`config.mk`:
```
export PLATFORM = sky130hd
export DESIGN_NAME = mod_reduce_32
export DESIGN_NICKNAME = d
export VERILOG_FILES = /design/src/rtl/mod_pkg.sv /design/src/rtl/mod_sub_step.sv /design/src/rtl/mod_reduce_32.sv
export SDC_FILE = /design/constraint.sdc
export NUM_CORES = 1
export LEC_CHECK = 0
export CAP_MARGIN = 0
export CORE_UTILIZATION = 39
export DETAILED_ROUTE_END_ITERATION = 8
export GPL_ROUTABILITY_DRIVEN = 0
export SLEW_MARGIN = 15
export SYNTH_ARGS = -nofsm -noshare
export SYNTH_HDL_FRONTEND = slang
export SYNTH_SLANG_ARGS = --single-unit
```
`constraint.sdc`:
```
create_clock -name clk -period 4.2 [get_ports clk]
set_clock_uncertainty 0.1 [all_clocks]
set_input_delay 1.05 -clock clk [delete_from_list [all_inputs] [get_ports clk]]
set_output_delay 1.05 -clock clk [all_outputs]
set_load 0.02 [all_outputs]
```
`src/rtl/mod_pkg.sv`:
```
// mod_pkg: shared widths, FSM encoding and counter width
// for the mod_reduce_32 restoring shift-subtract reducer.
package mod_pkg;

  localparam int IN_W_DEF  = 32;
  localparam int MOD_W_DEF = 16;
  localparam int CNT_W     = $clog2(IN_W_DEF);

  typedef enum logic [1:0] {
    IDLE = 2'd0,
    RUN  = 2'd1,
    DONE = 2'd2
  } state_t;

endpackage

```
`src/rtl/mod_sub_step.sv`:
```
// mod_sub_step: one restoring compare-subtract step,
// returns r - modulus when r >= modulus, else r.
module mod_sub_step #(
  parameter int MOD_W = 16
) (
  input  logic [MOD_W:0]   r,
  input  logic [MOD_W-1:0] modulus,
  output logic [MOD_W:0]   r_next
);

  logic [MOD_W:0] m_ext;

  assign m_ext  = {1'b0, modulus};
  assign r_next = (r >= m_ext) ? (r - m_ext) : r;

endmodule

```
`src/rtl/mod_reduce_32.sv`:
```
// mod_reduce_32: serial unsigned dividend mod modulus, one bit/cycle.
// Optional macro MOD_REDUCE_EARLY_EXIT_EN: dividend < modulus exits early.
module mod_reduce_32
  import mod_pkg::*;
#(
  parameter int IN_W  = IN_W_DEF,
  parameter int MOD_W = MOD_W_DEF
) (
  input  logic             clk,
  input  logic             rst,
  input  logic [MOD_W-1:0] modulus,
  input  logic [IN_W-1:0]  input_tdata,
  input  logic             input_tvalid,
  output logic             input_tready,
  output logic [MOD_W-1:0] output_tdata,
  output logic             output_tvalid,
  input  logic             output_tready,
  output logic             output_err,
  output logic             busy
);

  localparam int CW =
    (IN_W == IN_W_DEF) ? CNT_W : $clog2(IN_W);

  state_t           state;
  state_t           state_nx;
  logic [IN_W-1:0]  div_q;
  logic [MOD_W-1:0] mod_q;
  logic [MOD_W:0]   r_q;
  logic [MOD_W:0]   r_shift;
  logic [MOD_W:0]   r_nx;
  logic [CW-1:0]    cnt_q;
  logic [MOD_W-1:0] out_q;
  logic             err_q;
  logic             rdy_q;
  logic             accept;
  logic             first;
  logic             last;
  logic             zero_mod;
  logic             early;

  // r stays below modulus, so its top bit is always free to shift into
  assign r_shift = {r_q[MOD_W-1:0], div_q[IN_W-1]};

  mod_sub_step #(
    .MOD_W (MOD_W)
  ) u_step (
    .r       (r_shift),
    .modulus (mod_q),
    .r_next  (r_nx)
  );

  assign accept   = input_tvalid & input_tready;
  assign first    = (cnt_q == '0);
  assign last     = (cnt_q == CW'(IN_W - 1));
  assign zero_mod = (mod_q == '0);

`ifdef MOD_REDUCE_EARLY_EXIT_EN
  assign early = (div_q < IN_W'(mod_q)) & ~zero_mod;
`else
  assign early = 1'b0;
`endif

  always_ff @(posedge clk or negedge rst) begin
    if (!rst) begin
      state <= IDLE;
    end else begin
      state <= state_nx;
    end
  end

  always_comb begin
    state_nx = state;
    unique case (state)
      IDLE: begin
        if (accept) begin
          state_nx = RUN;
        end
      end
      RUN: begin
        if ((first && (zero_mod || early)) || last) begin
          state_nx = DONE;
        end
      end
      DONE: begin
        if (output_tready) begin
          state_nx = IDLE;
        end
      end
      default: state_nx = IDLE;
    endcase
  end

  always_ff @(posedge clk or negedge rst) begin
    if (!rst) begin
      div_q <= '0;
      mod_q <= '0;
      r_q   <= '0;
      cnt_q <= '0;
      out_q <= '0;
      err_q <= 1'b0;
      rdy_q <= 1'b0;
    end else begin
      rdy_q <= 1'b1;
      unique case (state)
        IDLE: begin
          if (accept) begin
            div_q <= input_tdata;
            mod_q <= modulus;
            r_q   <= '0;
            cnt_q <= '0;
            err_q <= 1'b0;
          end
        end
        RUN: begin
          if (first && zero_mod) begin
            out_q <= '1;
            err_q <= 1'b1;
          end else if (first && early) begin
            out_q <= div_q[MOD_W-1:0];
          end else begin
            r_q   <= r_nx;
            div_q <= div_q << 1;
            cnt_q <= cnt_q + CW'(1);
            if (last) begin
              out_q <= r_nx[MOD_W-1:0];
            end
          end
        end
        default: begin
        end
      endcase
    end
  end

  // ready waits one edge after reset release
  assign input_tready  = rdy_q & (state == IDLE);
  assign output_tvalid = (state == DONE);
  assign output_tdata  = out_q;
  assign output_err    = err_q;
  assign busy          = (state != IDLE);

endmodule
```
# Yosys cells after proc, flatten, opt, wreduce, memory -nomap -nowiden
# Index checks and enable logic that the tools add are counted.
# word_totals
inputBits,52
reg_bits,89
# classes
n_addsub,2
muxes,19
reduce_logical,13
bitwise,2
n_eq_ne,8
n_lt_le_gt_ge,1
# op_table
op,count
two-way mux 16 bit,5
two-way mux 32 bit,2
one-hot mux 32 bit (2 select lines),1
one-hot mux 16 bit (2 select lines),1
>= comparator 17 x 16 -> 1 bit,1
zero test 16 bit,1
subtractor 16 bit,1
two-way mux 5 bit,2
one-hot mux 5 bit (2 select lines),1
AND reduction 3 bit,3
!= test 2 bit (second input constant),4
two-way mux 2 bit,3
one-hot mux 2 bit (3 select lines),1
nonzero test 2 bit,3
adder 5 x 1 -> 5 bit (second input constant),1
== test 5 bit (second input constant),1
zero test 5 bit,1
AND reduction 2 bit,2
AND 1 bit,2
== test 2 x 1 -> 1 bit (second input constant),1
== test 2 bit (second input constant),1
zero test 2 bit,1
two-way mux 1 bit,2
!= test 2 x 1 -> 1 bit (second input constant),1
3 further kinds,3

# Logic depth before layout (Yosys ltp)
# depth
depth_word,5
mapped_depth,10
ltp_nobuf,10

# By module
# Synthesis repeated with hierarchy kept, for this count alone.
# hier_totals
cells_unflattened,610
hier_area_um2,5371.4
# modules_own_cells
module,instances,area_per_inst_um2,cells_each
mod_reduce_32,1,4257.8,464
mod_sub_step,1,1113.6,146

# Least setup slack after synthesis
# No wires, ideal clock.
# synth_timing
path_type,register to register
from,register div_q[31]
to,register out_q[12] (netlist: output_tdata[12])
synth_period_minus_slack_ps,2631
slack_ps,1569
arrival_ps,2403
stages_incl_launch_ff,11
n_path_buf,0
cell_sequence,dfrtp_1 inv_1 ha_1 inv_1 fa_1 a211oi_1 o21ai_0 a211o_1 a31o_2 a221oi_1 nor3_1
# synth_via
elab_chain_len,4
# synth_lines
element,line_no,text
"start, declared",mod_reduce_32.sv:27,logic [IN_W-1:0] div_q;
"start signal, assigned",mod_reduce_32.sv:108,div_q <= input_tdata;
"start signal, assigned",mod_reduce_32.sv:123,div_q <= div_q << 1;
subtractor 16 bit / >= comparator 17 x 16 -> 1 bit (equally long branches),mod_sub_step.sv:14,assign r_next = (r >= m_ext) ? (r - m_ext) : r;
two-way mux 16 bit *,mod_sub_step.sv:14,
two-way mux 16 bit *,mod_reduce_32.sv:125,if (last) begin
two-way mux 16 bit *,mod_reduce_32.sv:116,if (first && zero_mod) begin
"end signal, assigned",mod_reduce_32.sv:120,out_q <= div_q[MOD_W-1:0];
"end signal, assigned",mod_reduce_32.sv:126,out_q <= r_nx[MOD_W-1:0];
"end, declared",mod_reduce_32.sv:33,logic [MOD_W-1:0] out_q;
# Mark *: on every way between the ends. The rest lies on a longest branch, timed or not. The select of a mux whose other input is x is not followed.
# A chain may end at the register's enable or synchronous reset.

# Worst setup path after layout
# layout_timing
from,register r_q[7]
to,register out_q[6] (netlist: output_tdata[6])
# layout_via
elab_chain_len,4
# layout_lines
element,line_no,text
"start, declared",mod_reduce_32.sv:29,logic [MOD_W:0] r_q;
"start signal, assigned",mod_reduce_32.sv:122,r_q <= r_nx;
>= comparator 17 x 16 -> 1 bit,mod_sub_step.sv:14,
two-way mux 16 bit,mod_sub_step.sv:14,
two-way mux 16 bit,mod_reduce_32.sv:125,
two-way mux 16 bit,mod_reduce_32.sv:116,
# No other way between the ends. The select of a mux whose other input is x is not followed.

==> flow_summary.yaml <==
outcome:
  outcome: "complete, no violations"
routing:
  detail-route-antenna-nets: 0
  dr.pass1.iters: 4
  routed_wire_length_per_instance_um: 16.50
  drc_errors: 0
  routed_via_density: 5.532
  detailroute.via_count: 4365
  wl_mm: 13.02
  initialDrtViolationCount: 284
floorplanning:
  dieHeight_um: 115.4
  design.portCount: 72
  die_area_um2: 13320
  design.core.area_um2: 12570
  floorplan.initialDensity_pct: 39.90
  placement_rows: 41
  die_width_um: 115.4
global_route:
  maximum_number_of_pins_on_one_net_before_global_route_repair: 70
  globalRoute.totalOverflow: 0
  groute.usage.overall_pct: 21.71
  first_global_vias: 4381
  antenna_violations_before_repair: 0
  grt_pass1_wl_mm: 22.16
power:
  power.static_leakage_nw: 2.679
  ir_drop_mv: 0.3136
  power_density_nw_per_um2: 929.3
timing:
  slew_headroom_pct: 30.81
  min_period_ps: 3060
  tns_ps: 0
  setup_violations: 0
  grt_setup_unrepaired: "false"
  min_period_over_period_pct: 72.85
  tightestPinTransition_ps: 1034
  timing_hold_violations_final: 0
  layout_setup_ws_ps: 1140
  final-max-slew-violation-count: 0
  fmaxAchievable_mhz: 326.8
final_layout:
  seq_area_um2: 2227
  area_growth_pct: 22.55
  drive_above_1_share_pct: 7.780
  nets: 684
  combined_area_of_the_multi_input_logic_cells_um2: 2557
  filler_cell_count: 1207
  antenna-diode-count: 0
yosys:
  synth_ff_type: "sky130_fd_sc_hd__dfrtp_1"
  async_reset_ff_share_pct: 100.0
  synthesis.yosys.warnings: 0
  mappedNetlistArea_um2: 5015
  syn_avg_cell_area_um2: 9.036
  yosys.cell_types.count: 67
  synth.ff_latch_count: 89
  postSynthNetCount: 627
  synthCells: 555
  seq_area_frac_synth_pct: 44.41
  synth_edf_count: 0
job:
  maxCapViolCount: 0
worst_setup_path:
  worst_setup_path_start_kind: "register"
  crit_type: "reg2reg"
  critical_path.cell_chain: "ha_1 -> and2_4 -> nand4_4 -> o41ai_4 -> buf_4 -> nor3_1 -> o32a_1"
  library_cell_contributing_the_largest_single_delay_on_the_critical_path: "sky130_fd_sc_hd__o41ai_4"
  timing.critical_path.fanout_max: 16
  worst_r2r_path_depth: 7
  required_ps: 4340
  critical_path.endpoint_type: "register"
  cp.arrival_ps: 3200
  count_of_buffering_cells_on_the_critical_path_with_inverters_included: 1
  worst_path_dominant_cell_family: "compound AO/OA/AOI/OAI gates"
  crit_path_max_incr_delay_ps: 980
  timing.critical_path.depth: 7
clock_tree:
  cts_buffers: 9
  cts_hold_repair.buffers: 0
  tritoncts_num_sinks: 89
  worst_setup_hold_path_clk_slew_ps: 70
  clk_path_buf_depth: 2
  clock_tree.htree_level_count: 3
  clk_root_buffer_cell: "sky130_fd_sc_hd__clkbuf_16"
  postCtsSetupRepairBufs: 0
  tritoncts: "done"
  worstSkewPairLatency_ps: 360
  post_cts.resized_instances: 0
place:
  post-dp-hpwl_mm: 9.355
  worst_slack_placed_ps: 1157
  placement.io_buffers: 71
hold_path:
  hold_path_depth: 2
  hold_path.class: "reg2reg"
[routing by layer]
metal	global-route usage (%)	up-vias	share of wire (%)
li1	-	2143	-
met1	27.78	2064	45
met3	3.954	31	4.5
met5	0	-	0
met4	11.95	0	3.7
met2	34.77	127	47
[registers in the layout (all words and copies together), names as in the netlist]
signal / count
cnt_q: 5
output_tdata: 16
mod_q: 16
output_err: 1
rdy_q: 1
div_q: 32
r_q: 16
state: 2
[tightest hold or removal path: stages (launching register included)]
cell and delay (ps):
sky130_fd_sc_hd__dfrtp_1 350, sky130_fd_sc_hd__nand2_1 50, sky130_fd_sc_hd__nand2_1 50
[area by class of cell]
cell class | instances | area share [%]
timing repair buffer | 81 | 12.74
multi-input combinational | 409 | 41.61
inverter | 22 | 1.344
clock inverter | 6 | 0.8347
clock buffer | 10 | 3.726
sequential | 89 | 36.24
tap | 172 | 3.502
[power by group]
group | internal [mW] | leakage, nW | switching (mW)
combinational | 1.36 | 1.41 | 2.04
clock | 0.411 | 0.139 | 0.364
sequential | 1.25 | 1.13 | 0.283
[placed cells by master (no fill, tap or decap), types with 4 or more instances in the layout]
| master | n |
|---|---|
| sky130_fd_sc_hd__a31oi_1 | 15 |
| sky130_fd_sc_hd__o21ai_1 | 6 |
| sky130_fd_sc_hd__clkbuf_16 | 9 |
| sky130_fd_sc_hd__dfrtp_1 | 89 |
| sky130_fd_sc_hd__a211oi_1 | 4 |
| sky130_fd_sc_hd__a22oi_1 | 30 |
| sky130_fd_sc_hd__nor4_1 | 7 |
| sky130_fd_sc_hd__nor3_1 | 11 |
| sky130_fd_sc_hd__o31ai_1 | 6 |
| sky130_fd_sc_hd__buf_4 | 11 |
| sky130_fd_sc_hd__o211ai_1 | 12 |
| sky130_fd_sc_hd__o21ai_0 | 33 |
| sky130_fd_sc_hd__nor2_1 | 23 |
| sky130_fd_sc_hd__nand2_1 | 100 |
| sky130_fd_sc_hd__xnor2_1 | 8 |
| sky130_fd_sc_hd__nand4_1 | 10 |
| sky130_fd_sc_hd__clkdlybuf4s50_1 | 70 |
| sky130_fd_sc_hd__nand3_1 | 25 |
| sky130_fd_sc_hd__a21o_1 | 6 |
| sky130_fd_sc_hd__a21oi_1 | 21 |
| sky130_fd_sc_hd__inv_1 | 22 |
| sky130_fd_sc_hd__and3_1 | 6 |
| sky130_fd_sc_hd__nand2b_1 | 4 |
| sky130_fd_sc_hd__ha_1 | 19 |
[kinds of logic after synthesis]
kind of cell / Yosys count / synth area share, %
other: 1 / 0.07478
muxes: 2 / 0.3992
buffers and inverters: 57 / 4.890
and+or+nand+nor: 209 / 19.61
AOI/OAI and AO/OA: 166 / 23.55
xor gates and xnor gates: 11 / 1.921
DFF: 89 / 44.41
adders and majority gates: 20 / 5.140
[cell usage after synthesis (7+ instances only)]
master | count | area share, %
sky130_fd_sc_hd__a21oi_1 | 22 | 2.2
sky130_fd_sc_hd__nand4_1 | 10 | 1.2
sky130_fd_sc_hd__and3_1 | 7 | 0.87
sky130_fd_sc_hd__a22oi_1 | 30 | 4.5
sky130_fd_sc_hd__nor2_1 | 24 | 1.8
sky130_fd_sc_hd__o21ai_0 | 33 | 3.3
sky130_fd_sc_hd__nand2_1 | 100 | 7.5
sky130_fd_sc_hd__ha_1 | 19 | 4.7
sky130_fd_sc_hd__clkbuf_1 | 20 | 1.5
sky130_fd_sc_hd__xnor2_1 | 8 | 1.4
sky130_fd_sc_hd__a31oi_1 | 15 | 1.9
sky130_fd_sc_hd__inv_1 | 22 | 1.6
sky130_fd_sc_hd__nor3_1 | 11 | 1.1
sky130_fd_sc_hd__nor4_1 | 7 | 0.87
sky130_fd_sc_hd__nand3_1 | 25 | 2.5
sky130_fd_sc_hd__dfrtp_1 | 89 | 44
sky130_fd_sc_hd__o211ai_1 | 12 | 1.8
[final timing paths]
check	end	slack, ps	startpoint
worst max-delay path	output_tdata[6]	1140	r_q[7]
worst min-delay path	div_q[17]	380	div_q[17]
worst max register to register	output_tdata[6]	1140	r_q[7]
worst min register to register	div_q[17]	380	div_q[17]
max in group asynchronous	div_q[7]	2550	rst
min in group asynchronous	mod_q[13]	710	rst
[per-stage QoR]
stage               instances  total power, mW  hold WS, ps  cell area, µm²  utilization, %
floorplan                 555            4.032        345.7            5015               -
global placement          773            4.879        360.8            5866           46.67
detailed placement        773            4.936        362.7            5866           46.67
CTS                       789            5.725        380.1            6146           48.90
global route              789            6.222        401.5            6146           48.90
finish                    789            5.711        379.9            6146           48.90
Note: power is estimated with default switching activity, not from simulation.
